==> config.mk <==
export PLATFORM = sky130hd
export DESIGN_NAME = word_fifo_flat
export DESIGN_NICKNAME = d
export VERILOG_FILES = /design/src/rtl/word_fifo_pkg.sv /design/src/rtl/word_fifo_if.sv /design/src/rtl/word_fifo_mem.sv /design/src/rtl/word_fifo.sv /design/src/flat_wrapper.sv
export SDC_FILE = /design/constraint.sdc
export NUM_CORES = 1
export LEC_CHECK = 0
export ABC_AREA = 0
export BUFFER_PORTS_ARGS = -buffer_cell sky130_fd_sc_hd__buf_2
export CORE_ASPECT_RATIO = 1.25
export CORE_MARGIN = 2
export CORE_UTILIZATION = 40
export CTS_BUF_LIST = sky130_fd_sc_hd__clkbuf_4
export CTS_CLUSTER_DIAMETER = 40
export CTS_CLUSTER_SIZE = 40
export DETAILED_ROUTE_END_ITERATION = 8
export GPL_TIMING_DRIVEN = 0
export PLACE_DENSITY = 0.69
export SETUP_SLACK_MARGIN = 0.1
export SLEW_MARGIN = 30
export SYNTH_ARGS = -nofsm -noshare
export SYNTH_HDL_FRONTEND = slang
export SYNTH_SLANG_ARGS = --single-unit
==> constraint.sdc <==
create_clock -name clk -period 4.35 [get_ports clk]
set_input_delay 0.2175 -clock clk [delete_from_list [all_inputs] [get_ports clk]]
set_output_delay 0.2175 -clock clk [all_outputs]
set_load 0.05 [all_outputs]
==> src/rtl/word_fifo_pkg.sv <==
// Shared sizing defaults and width helpers for the word FIFO slice.
package word_fifo_pkg;

    localparam int unsigned DATA_W_DEF = 16;
    localparam int unsigned DEPTH_DEF  = 8;

    function automatic int unsigned ptr_width(input int unsigned depth);
        return $clog2(depth);
    endfunction

    // Occupancy needs one extra bit to represent the full state.
    function automatic int unsigned cnt_width(input int unsigned depth);
        return $clog2(depth) + 1;
    endfunction

endpackage

==> src/rtl/word_fifo_if.sv <==
// Producer/consumer handshake bundle for word_fifo.
// WORD_FIFO_HWM_EN adds the high-water-mark status pair.
interface word_fifo_if
    import word_fifo_pkg::*;
#(
    parameter int unsigned DATA_W = DATA_W_DEF,
    parameter int unsigned DEPTH  = DEPTH_DEF
);
    localparam int unsigned CNT_W = cnt_width(DEPTH);

    logic [DATA_W-1:0] in_data;
    logic              in_valid;
    logic              in_ready;
    logic [DATA_W-1:0] out_data;
    logic              out_valid;
    logic              out_ready;
    logic [CNT_W-1:0]  count;
`ifdef WORD_FIFO_HWM_EN
    logic [CNT_W-1:0]  hwm;
    logic              hwm_clr;
`endif

`ifdef WORD_FIFO_HWM_EN
    modport master (output in_data, in_valid, out_ready, hwm_clr,
                    input  in_ready, out_data, out_valid, count, hwm);
    modport slave  (input  in_data, in_valid, out_ready, hwm_clr,
                    output in_ready, out_data, out_valid, count, hwm);
`else
    modport master (output in_data, in_valid, out_ready,
                    input  in_ready, out_data, out_valid, count);
    modport slave  (input  in_data, in_valid, out_ready,
                    output in_ready, out_data, out_valid, count);
`endif

endinterface

==> src/rtl/word_fifo_mem.sv <==
// DEPTH x DATA_W storage: synchronous write, asynchronous read, no reset.
module word_fifo_mem
    import word_fifo_pkg::*;
#(
    parameter int unsigned DATA_W = DATA_W_DEF,
    parameter int unsigned DEPTH  = DEPTH_DEF,
    localparam int unsigned PTR_W = ptr_width(DEPTH)
) (
    input  logic              clk,
    input  logic              we,
    input  logic [PTR_W-1:0]  waddr,
    input  logic [DATA_W-1:0] wdata,
    input  logic [PTR_W-1:0]  raddr,
    output logic [DATA_W-1:0] rdata
);

    logic [DATA_W-1:0] mem [DEPTH];

    always_ff @(posedge clk) begin
        if (we) begin
            mem[waddr] <= wdata;
        end
    end

    assign rdata = mem[raddr];

endmodule

==> src/rtl/word_fifo.sv <==
// First-word-fall-through FIFO: pointers, occupancy and registered flags.
// Optional high-water mark enabled by WORD_FIFO_HWM_EN.
module word_fifo
    import word_fifo_pkg::*;
#(
    parameter int unsigned DATA_W = DATA_W_DEF,
    parameter int unsigned DEPTH  = DEPTH_DEF
) (
    input logic        clk,
    input logic        reset,
    word_fifo_if.slave bus
);

    localparam int unsigned PTR_W = ptr_width(DEPTH);
    localparam int unsigned CNT_W = cnt_width(DEPTH);

    logic [PTR_W-1:0]  wr_ptr;
    logic [PTR_W-1:0]  rd_ptr;
    logic [CNT_W-1:0]  count_q;
    logic [CNT_W-1:0]  count_nxt;
    logic              full_q;
    logic              nonempty_q;
    logic              push;
    logic              pop;
    logic [DATA_W-1:0] rdata;

    // Handshakes use only registered flags, so no ready/valid combinational path.
    assign push = bus.in_valid & ~full_q;
    assign pop  = nonempty_q & bus.out_ready;

    always_comb begin
        count_nxt = count_q;
        case ({push, pop})
            2'b10:   count_nxt = count_q + CNT_W'(1);
            2'b01:   count_nxt = count_q - CNT_W'(1);
            default: count_nxt = count_q;
        endcase
    end

    // Flags are precomputed from next occupancy; both clear to 0 in reset.
    always_ff @(posedge clk) begin
        if (!reset) begin
            wr_ptr     <= '0;
            rd_ptr     <= '0;
            count_q    <= '0;
            full_q     <= 1'b0;
            nonempty_q <= 1'b0;
        end else begin
            count_q    <= count_nxt;
            full_q     <= (count_nxt == CNT_W'(DEPTH));
            nonempty_q <= (count_nxt != '0);
            if (push) begin
                wr_ptr <= wr_ptr + PTR_W'(1);
            end
            if (pop) begin
                rd_ptr <= rd_ptr + PTR_W'(1);
            end
        end
    end

    word_fifo_mem #(
        .DATA_W (DATA_W),
        .DEPTH  (DEPTH)
    ) u_mem (
        .clk   (clk),
        .we    (push),
        .waddr (wr_ptr),
        .wdata (bus.in_data),
        .raddr (rd_ptr),
        .rdata (rdata)
    );

    assign bus.out_data  = rdata;
    assign bus.in_ready  = ~full_q;
    assign bus.out_valid = nonempty_q;
    assign bus.count     = count_q;

`ifdef WORD_FIFO_HWM_EN
    logic [CNT_W-1:0] hwm_q;

    // Tracks the registered count, so it trails occupancy by one cycle.
    always_ff @(posedge clk) begin
        if (!reset) begin
            hwm_q <= '0;
        end else if (bus.hwm_clr) begin
            hwm_q <= count_q;
        end else if (count_q > hwm_q) begin
            hwm_q <= count_q;
        end
    end

    assign bus.hwm = hwm_q;
`endif

endmodule

==> src/flat_wrapper.sv <==
// flat-port wrapper written by rule: the top's interface ports become plain ports
module word_fifo_flat import word_fifo_pkg::*;
#(
    parameter int unsigned DATA_W = DATA_W_DEF,
    parameter int unsigned DEPTH  = DEPTH_DEF
)
  (clk, reset, bus_in_data, bus_in_valid, bus_out_ready, bus_in_ready, bus_out_data, bus_out_valid, bus_count);
  word_fifo_if #(.DATA_W(DATA_W), .DEPTH(DEPTH)) bus_i ();
  input logic clk;
  input logic reset;
  input wire logic [$bits(bus_i.in_data)-1:0] bus_in_data;
  input wire logic [$bits(bus_i.in_valid)-1:0] bus_in_valid;
  input wire logic [$bits(bus_i.out_ready)-1:0] bus_out_ready;
  output wire logic [$bits(bus_i.in_ready)-1:0] bus_in_ready;
  output wire logic [$bits(bus_i.out_data)-1:0] bus_out_data;
  output wire logic [$bits(bus_i.out_valid)-1:0] bus_out_valid;
  output wire logic [$bits(bus_i.count)-1:0] bus_count;
  assign bus_i.in_data = bus_in_data;
  assign bus_i.in_valid = bus_in_valid;
  assign bus_i.out_ready = bus_out_ready;
  assign bus_in_ready = bus_i.in_ready;
  assign bus_out_data = bus_i.out_data;
  assign bus_out_valid = bus_i.out_valid;
  assign bus_count = bus_i.count;
  word_fifo #(.DATA_W(DATA_W), .DEPTH(DEPTH)) u_core (.clk(clk), .reset(reset), .bus(bus_i));
endmodule
# Yosys cells after proc, flatten, opt, wreduce, memory -nomap -nowiden
# Memories as Yosys holds them, arrays and structs flattened. A register that Yosys moved wholly into a read port is not among the register bits.
# Index checks and enable logic that the tools add are counted.
totals:
  register_bits: 12
  mem_count: 1
  inputBits: 20
  ram_bits: 128
op_classes:
  reduce_logical: 1
  bitwise: 3
  mux: 5
  eq_ne: 3
  add_sub_neg: 4
memory_table:
  columns: ["memory", "depth", "word_bits", "read_ports", "rd_ports_with_merged_regs", "wr", "line_no", "text"]
  rows:
  - ["u_core.u_mem.mem", 8, 16, 1, 1, 1, "word_fifo_mem.sv:17", "logic [DATA_W-1:0] mem [DEPTH];"]
ops:
  columns: ["op", "count"]
  rows:
  - ["case mux 4 bit (2 select lines)", 1]
  - ["adder 3 x 1 -> 3 bit (second input constant)", 2]
  - ["two-way mux 3 bit", 2]
  - ["adder 4 x 1 -> 4 bit (second input constant)", 1]
  - ["== test 4 bit (second input constant)", 1]
  - ["nonzero test 4 bit", 1]
  - ["subtractor 4 x 1 -> 4 bit (second input constant)", 1]
  - ["AND 1 bit", 2]
  - ["== test 2 x 1 -> 1 bit (second input constant)", 1]
  - ["== test 2 bit (second input constant)", 1]
  - ["two-way mux 1 bit", 2]
  - ["NOT 1 bit", 1]

# Depth between registers and ports, before layout
# Gate-level depths: netlist of run 1.
depth:
  depth_word: 5
  depth_mapped: 11

# Cells and area by module
# From an unflattened synthesis of run 1, not the netlist that was laid out.
hier_totals:
  cells_unflattened: 266
  area_unflattened_um2: 5594.1
by_module_without_submodules:
  columns: ["mod", "n_inst", "cells_each", "area_per_inst_um2"]
  rows:
  - ["word_fifo_mem", 1, 198, 4973.5]
  - ["word_fifo", 1, 68, 620.6]

# Worst setup path after synthesis of run 1
# Ideal clock, no wire load.
synth_path:
  path_kind: "reg2reg"
  startpoint: "register u_core.full_q"
  endpoint: "memory u_core.u_mem.mem[0][0] (netlist bit), enable pin"
  slack_ns: 1.737
  stages_incl_launch_ff: 5
  arrival_ns: 2.183
  setup_ns: 0.430
  period_less_slack_ns: 2.613
  path_buffers: 1
  cell_sequence: "dfxtp_1 -> nor2b_1 -> buf_6 -> inv_4 -> nor4_1"
synth_via:
  elab_chain_cells: 4
synth_lines:
  columns: ["item", "line_no", "text"]
  rows:
  - ["from (decl)", "word_fifo.sv:21", "logic full_q;"]
  - ["from (signal assigned)", "word_fifo.sv:50", "full_q <= (count_nxt == CNT_W'(DEPTH));"]
  - ["NOT 1 bit", "word_fifo.sv:28", "assign push = bus.in_valid & ~full_q;"]
  - ["AND 1 bit", "word_fifo.sv:28", null]
  - ["two-way mux 1 bit", "word_fifo_mem.sv:20", "if (we) begin"]
  - ["two-way mux 1 bit (not written as such)", "word_fifo_mem.sv:21", "mem[waddr] <= wdata;"]
  - ["to (decl)", "word_fifo_mem.sv:17", null]
# Every way passes these cells.

==> flow_summary.yaml, run 1 <==
run_status:
  outcome: "finished clean"
global_routing:
  grt_pass1_vias: 3027
  grt_pass1_wl_um: 16400
  gr-usage-all-layers: 0.156
  antenna_found_initial: 0
  grt_max_degree: 17
  grt.overflow.total: 0
sta:
  worst-slew-pin-transition_ns: 0.741
  fin_skew_ns: 0.0187
  setup_tns_ns: 0
  hold_violations: 0
  relSlewSlack: 0.506
  rsz0062_at_grt: "false"
  setup_ws_ns: 1.60
  slew_viol_final: 0
  setup_violations: 0
  post-route-min-period_ns: 2.75
  fmax_ghz: 0.363
  post-route-period-util: 0.633
critical_path:
  regToRegSetupSlack_ns: 2.18
  criticalPathCategory: "reg -> out"
  cpLargestDelayFamily: "buffers and inverters"
  endpoint_kind: "primary output"
  slowest_delay_ns: 0.62
  path_buf_inv: 3
  endpoint: "bus_out_data[6]"
  critPathLaunchType: "flop"
  r2r-end: "u_core.full_q"
  path_depth: 4
  r2r_cells: 8
  crit_slowest_cell: "clkbuf_1"
  cp.required_ns: 4.13
  path_cells: "buf_1 > clkbuf_1 > mux2_2 > buf_2"
  reg2reg_from: "u_core.bus.out_valid"
  arrival_ns: 2.54
  crit_fanout: 10
layout:
  final_layout_size_suffix_gt1_frac: 0.399
  syn_to_final_growth_pct: 19.0
  antenna_cells: 0
  nNetsFinal: 384
yosys:
  synth_top_flop_cell: "edfxtp_1"
  synth-seq-area-share: 0.750
  synth_edf_count: 128
  synth_cell_type_count: 32
  synth_warnings: 0
  syn_inst: 271
  synth_area_leaders: "edfxtp_1 (70%), mux4_2 (13%), dfxtp_1 (5.4%)"
  synth.largest_area_cell: "edfxtp_1"
  async_flop_share: 0
  synth.top_cell.area_share: 0.696
  synth_area_um2: 5520
  syn_area_per_cell_um2: 20.4
  synth.net_count: 295
  synth_seq_cells: 143
power:
  p_leak_nw: 2.17
  p_per_area_nw_per_um2: 464
  ir_worst_vdd_uv: 296
die:
  die_w_um: 109
  ioPinCount: 42
  core-area_um2: 13600
  die-area_um2: 14800
  die_h_um: 135
  initial_core_util: 0.405
  rows: 48
route:
  ant_nets: 0
  dr.pass1.iters: 4
  drtIter0Drc: 216
  routed_wl_um: 10200
  route.detailed.drc: 0
  vias: 2801
  wl_per_cell_um: 18.6
  viasPerCell: 5.11
clock_tree:
  clk_pin_slew_ns: 0.12
  clk_latency_ns: 0.53
  ctsRootBufferMaster: "clkbuf_4"
  cts_tree: "done"
  cts_buffers: 17
  clock-sinks: 143
  clk_path_buf_depth: 2
  htree_levels: 4
  post_cts_buffers: 0
placement:
  place_hpwl_um: 6850
  gp_congestion: 0.726
  dp_slack_ns: 2.09
  portBuffers: 41
job:
  max_cap_viol_count: 0
min_path:
  hp-class: "in -> reg"
## power by group
part	internal, W	switching [W]
logic	0.000231	0.000371
clock network	0.000403	0.000460
registers	0.00156	0.0000288
total	0.00219	0.000860
## registers in the layout, indices dropped and copies added (netlist names), named ones only
signal / cells
u_core.wr_ptr: 3
u_core.bus.out_valid: 1
u_core.full_q: 1
u_core.rd_ptr: 3
u_core.bus.count: 4
u_core.u_mem.mem: 128
## metrics by stage
| stage | cells | utilization | cell area, um^2 | hold WS, ns | power, W |
|---|---|---|---|---|---|
| global route | 548 | 0.482 | 6570 | 0.184 | 0.00319 |
| CTS | 548 | 0.482 | 6570 | 0.151 | 0.00309 |
| finish | 548 | 0.482 | 6570 | 0.193 | 0.00305 |
| detailed placement | 498 | 0.447 | 6090 | 0.481 | 0.00222 |
| floorplan | 271 | - | 5520 | 0.316 | 0.00206 |
| global placement | 487 | 0.436 | 5950 | 0.470 | 0.00219 |
## layer usage
layer | global-route usage | wire length [um] | vias up
li1 | - | - | 1277
met1 | 0.188 | 4150 | 1427
met2 | 0.264 | 5410 | 87
met3 | 0.0452 | 539 | 10
met4 | 0.0577 | 124 | 0
met5 | 0 | 0 | -
## placed cells by master, fill, tap and decap left out, types with 5 or more instances in the layout
cell type      count
nand2_1           10
edfxtp_1         128
xnor2_1            5
dfxtp_1           15
clkbuf_4          18
nor2_1             8
buf_6              6
buf_2             48
mux4_2            32
nand2b_1           5
clkbuf_1           5
dlygate4sd3_1     18
mux2_2            16
## cell type report
| cell class | instances | area [um^2] |
|---|---|---|
| fill | 1129 | 7060 |
| sequential | 143 | 4140 |
| multi-input combinational | 112 | 1350 |
| timing repair buffer | 70 | 479 |
| tap | 175 | 219 |
| clock inverter | 14 | 166 |
| clock buffer | 18 | 135 |
| buffer | 12 | 61.3 |
| inverter | 4 | 17.5 |
## kinds of logic (layout without fill, tap and decap cells)
group | after synthesis | in the layout | synth area share
xor+xnor | 7 | 7 | 0.0111
compound gates | 11 | 11 | 0.0131
fa+ha+maj | 4 | 4 | 0.00906
buf+inv | 16 | 118 | 0.0143
simple gates | 40 | 40 | 0.0356
mux | 50 | 50 | 0.167
flops | 143 | 143 | 0.750
## cell usage after synthesis (2+ instances only)
master / n
nand2_1: 10
nor2_1: 11
clkbuf_1: 5
a31oi_1: 2
a21oi_1: 4
nand2b_1: 5
xor2_1: 2
xnor2_1: 5
ha_1: 4
nor3_1: 6
edfxtp_1: 128
mux2_2: 16
mux2i_1: 2
inv_1: 2
mux4_2: 32
buf_2: 4
and3_1: 2
dfxtp_1: 15
o22ai_1: 2
nor3b_1: 2
## how the worst min path moves through the flow
stage,startpoint,endpoint,slack [ns],depth (start not counted)
6_report,bus_in_valid,u_core.wr_ptr[1],0.19,5
2_1_floorplan,bus_in_data[0],u_core.u_mem.mem[0][0],0.32,0
5_1_grt,bus_in_valid,u_core.wr_ptr[1],0.18,5
3_3_place_gp,u_core.rd_ptr[1],u_core.rd_ptr[1],0.47,2
4_1_cts,bus_in_valid,u_core.wr_ptr[1],0.15,5
3_5_place_dp,u_core.rd_ptr[1],u_core.rd_ptr[1],0.48,2
## worst reg2reg max path, stage by stage (launching register included)
cell      delay, ns
dfxtp_1        0.35
nand2_2        0.11
clkinv_1       0.20
ha_1           0.30
and4b_1        0.28
o21ai_1        0.08
a221oi_2       0.38
mux2i_1        0.25
and3_1         0.17
## repair_timing
action	4_1_cts	5_1_grt
endpoints found under the hold margin	133	0
hold buffers	18	0
resized for setup	0	0
Power figures use the tool's default switching activity.
==> inputs of run 2 (changes only) <==
==> constraint.sdc (replaced) <==
create_clock -name clk -period 2.7 [get_ports clk]
set_input_delay 0.135 -clock clk [delete_from_list [all_inputs] [get_ports clk]]
set_output_delay 0.135 -clock clk [all_outputs]
set_load 0.05 [all_outputs]
==> flow_summary.yaml, run 2 (same netlist as run 1, synthesis figures left out) <==
layout:
  layout_common_cells: "edfxtp_1 (128), buf_2 (42), mux4_2 (32), dlygate4sd3_1 (18), clkbuf_4 (17)"
  final_common_cell: "edfxtp_1"
  antenna_cells: 0
  multi_input_area_um2: 1360
  nNetsFinal: 383
  ff_latch_area_um2: 4140
  fill_cells: 1123
  largest_reg_flops: 128
  final_layout_size_suffix_gt1_frac: 0.409
  stdcell_count: 547
  syn_to_final_growth_pct: 20.2
  regMostFlops: "u_core.u_mem.mem"
power:
  ir_worst_vdd_uv: 445
  p_per_area_nw_per_um2: 761
  p_switching_w: 0.00148
  p_leak_nw: 2.20
  p_int_w: 0.00357
  power_frac_clock: 0.297
  p_comb_frac: 0.197
  swShare: 0.293
  p_seq_frac: 0.506
clock_tree:
  clk_latency_ns: 0.54
  post_cts_buffers: 0
  htree_levels: 4
  clock-sinks: 143
  cts_tree: "done"
  clk_pin_slew_ns: 0.13
  ctsRootBufferMaster: "clkbuf_4"
  clk_path_buf_depth: 2
  cts_buffers: 17
global_routing:
  grt.overflow.total: 0
  gr-usage-all-layers: 0.153
  grt_pass1_vias: 2959
  grt_max_degree: 17
  grt_pass1_wl_um: 16100
  antenna_found_initial: 0
critical_path:
  criticalPathCategory: "reg -> out"
  cp.required_ns: 2.57
  arrival_ns: 2.32
  slowest_delay_ns: 0.42
  regToRegSetupSlack_ns: 0.53
  path_cells: "buf_1 > clkbuf_2 > mux2_2 > buf_2"
  path_buf_inv: 3
  critPathLaunchType: "flop"
  crit_fanout: 10
  crit_slowest_cell: "clkbuf_2"
  endpoint_kind: "primary output"
  cpLargestDelayFamily: "buffers and inverters"
placement:
  gp_congestion: 0.732
  place_inst: 497
  portBuffers: 41
  place_hpwl_um: 6690
  dp_slack_ns: 0.525
route:
  vias: 2798
  route.detailed.drc: 0
  wl_per_cell_um: 18.5
  viasPerCell: 5.12
  ant_nets: 0
  drtIter0Drc: 183
  dr.pass1.iters: 4
  routed_wl_um: 10100
job:
  max_cap_viol_count: 0
die:
  die-area_um2: 14800
  initial_core_util: 0.405
  core-area_um2: 13600
  rows: 48
  ioPinCount: 42
  die_h_um: 135
  die_w_um: 109
min_path:
  hp-class: "in -> reg"
sta:
  setup_tns_ns: 0
  setup_violations: 0
  slew_viol_final: 0
  post-route-period-util: 0.908
  worst-slew-pin-transition_ns: 0.621
  setup_ws_ns: 0.247
  rsz0062_at_grt: "false"
  fin_skew_ns: 0.0128
  hold_violations: 0
  fmax_ghz: 0.408
  relSlewSlack: 0.584
  post-route-min-period_ns: 2.45
run_status:
  outcome: "finished clean"
run 2: cell count changes in the layout (fill, tap and decap cells not counted), sizes merged:
cell / delta
inv: +7
clkinv: -4
clkinvlp: -2
buf: -1
clkbuf: -1
run 2: layer usage:
layer	wire length, um	GRT usage	vias to the layer above
li1	-	-	1276
met5	0	0	-
met3	425	0.0471	16
met2	5070	0.245	66
met1	4450	0.195	1440
met4	181	0.0598	0
run 2: area by class of cell:
class,count,area share
sequential,143,0.624
multi-input combinational,112,0.205
buffer,12,0.0128
tap,175,0.0330
timing repair buffer,69,0.0739
inverter,4,0.00264
clock buffer,17,0.0192
clock inverter,15,0.0294
run 2: final timing paths:
kind | cells after the start | startpoint | to
min reg2reg | 2 | u_core.rd_ptr[1] | u_core.rd_ptr[1]
min | 5 | bus_in_valid | u_core.wr_ptr[1]
max reg2reg | 8 | u_core.bus.out_valid | u_core.full_q
max | 4 | flop | bus_out_data[11]
run 2: worst register-to-register path, stage by stage, from the launching register on:
cell and delay, ns:
dfxtp_1 0.34, nand2_2 0.11, clkinv_1 0.21, ha_1 0.31
and4b_1 0.28, o22ai_1 0.10, a221oi_2 0.34, mux2i_1 0.26
and3_1 0.18
run 2: stage by stage:
stage / hold slack, ns / area, um^2 / util / power, W
3_3_place_gp: 0.400 / 5950 / 0.437 / 0.00353
2_1_floorplan: 0.234 / 5530 / - / 0.00333
3_5_place_dp: 0.408 / 6110 / 0.448 / 0.00358
5_1_grt: 0.0644 / 6640 / 0.487 / 0.00527
4_1_cts: 0.0454 / 6630 / 0.486 / 0.00510
6_report: 0.0825 / 6640 / 0.487 / 0.00505
run 2: timing repair:
item                                    4_1_cts  5_1_grt
resized for setup                             7        3
pin swaps                                     0        0
hold buffers                                 18        0
hold endpoints to repair                    133        0
endpoints found under the setup margin       16       15
run 2: power by group through the flow:
stage	clock network [W]	logic (W)	registers, W
global placement	0	0.000929	0.00260
CTS	0.00154	0.00101	0.00255
detailed placement	0	0.000976	0.00261
global route	0.00163	0.00107	0.00257
finish	0.00150	0.000997	0.00255
floorplan	0	0.000664	0.00266
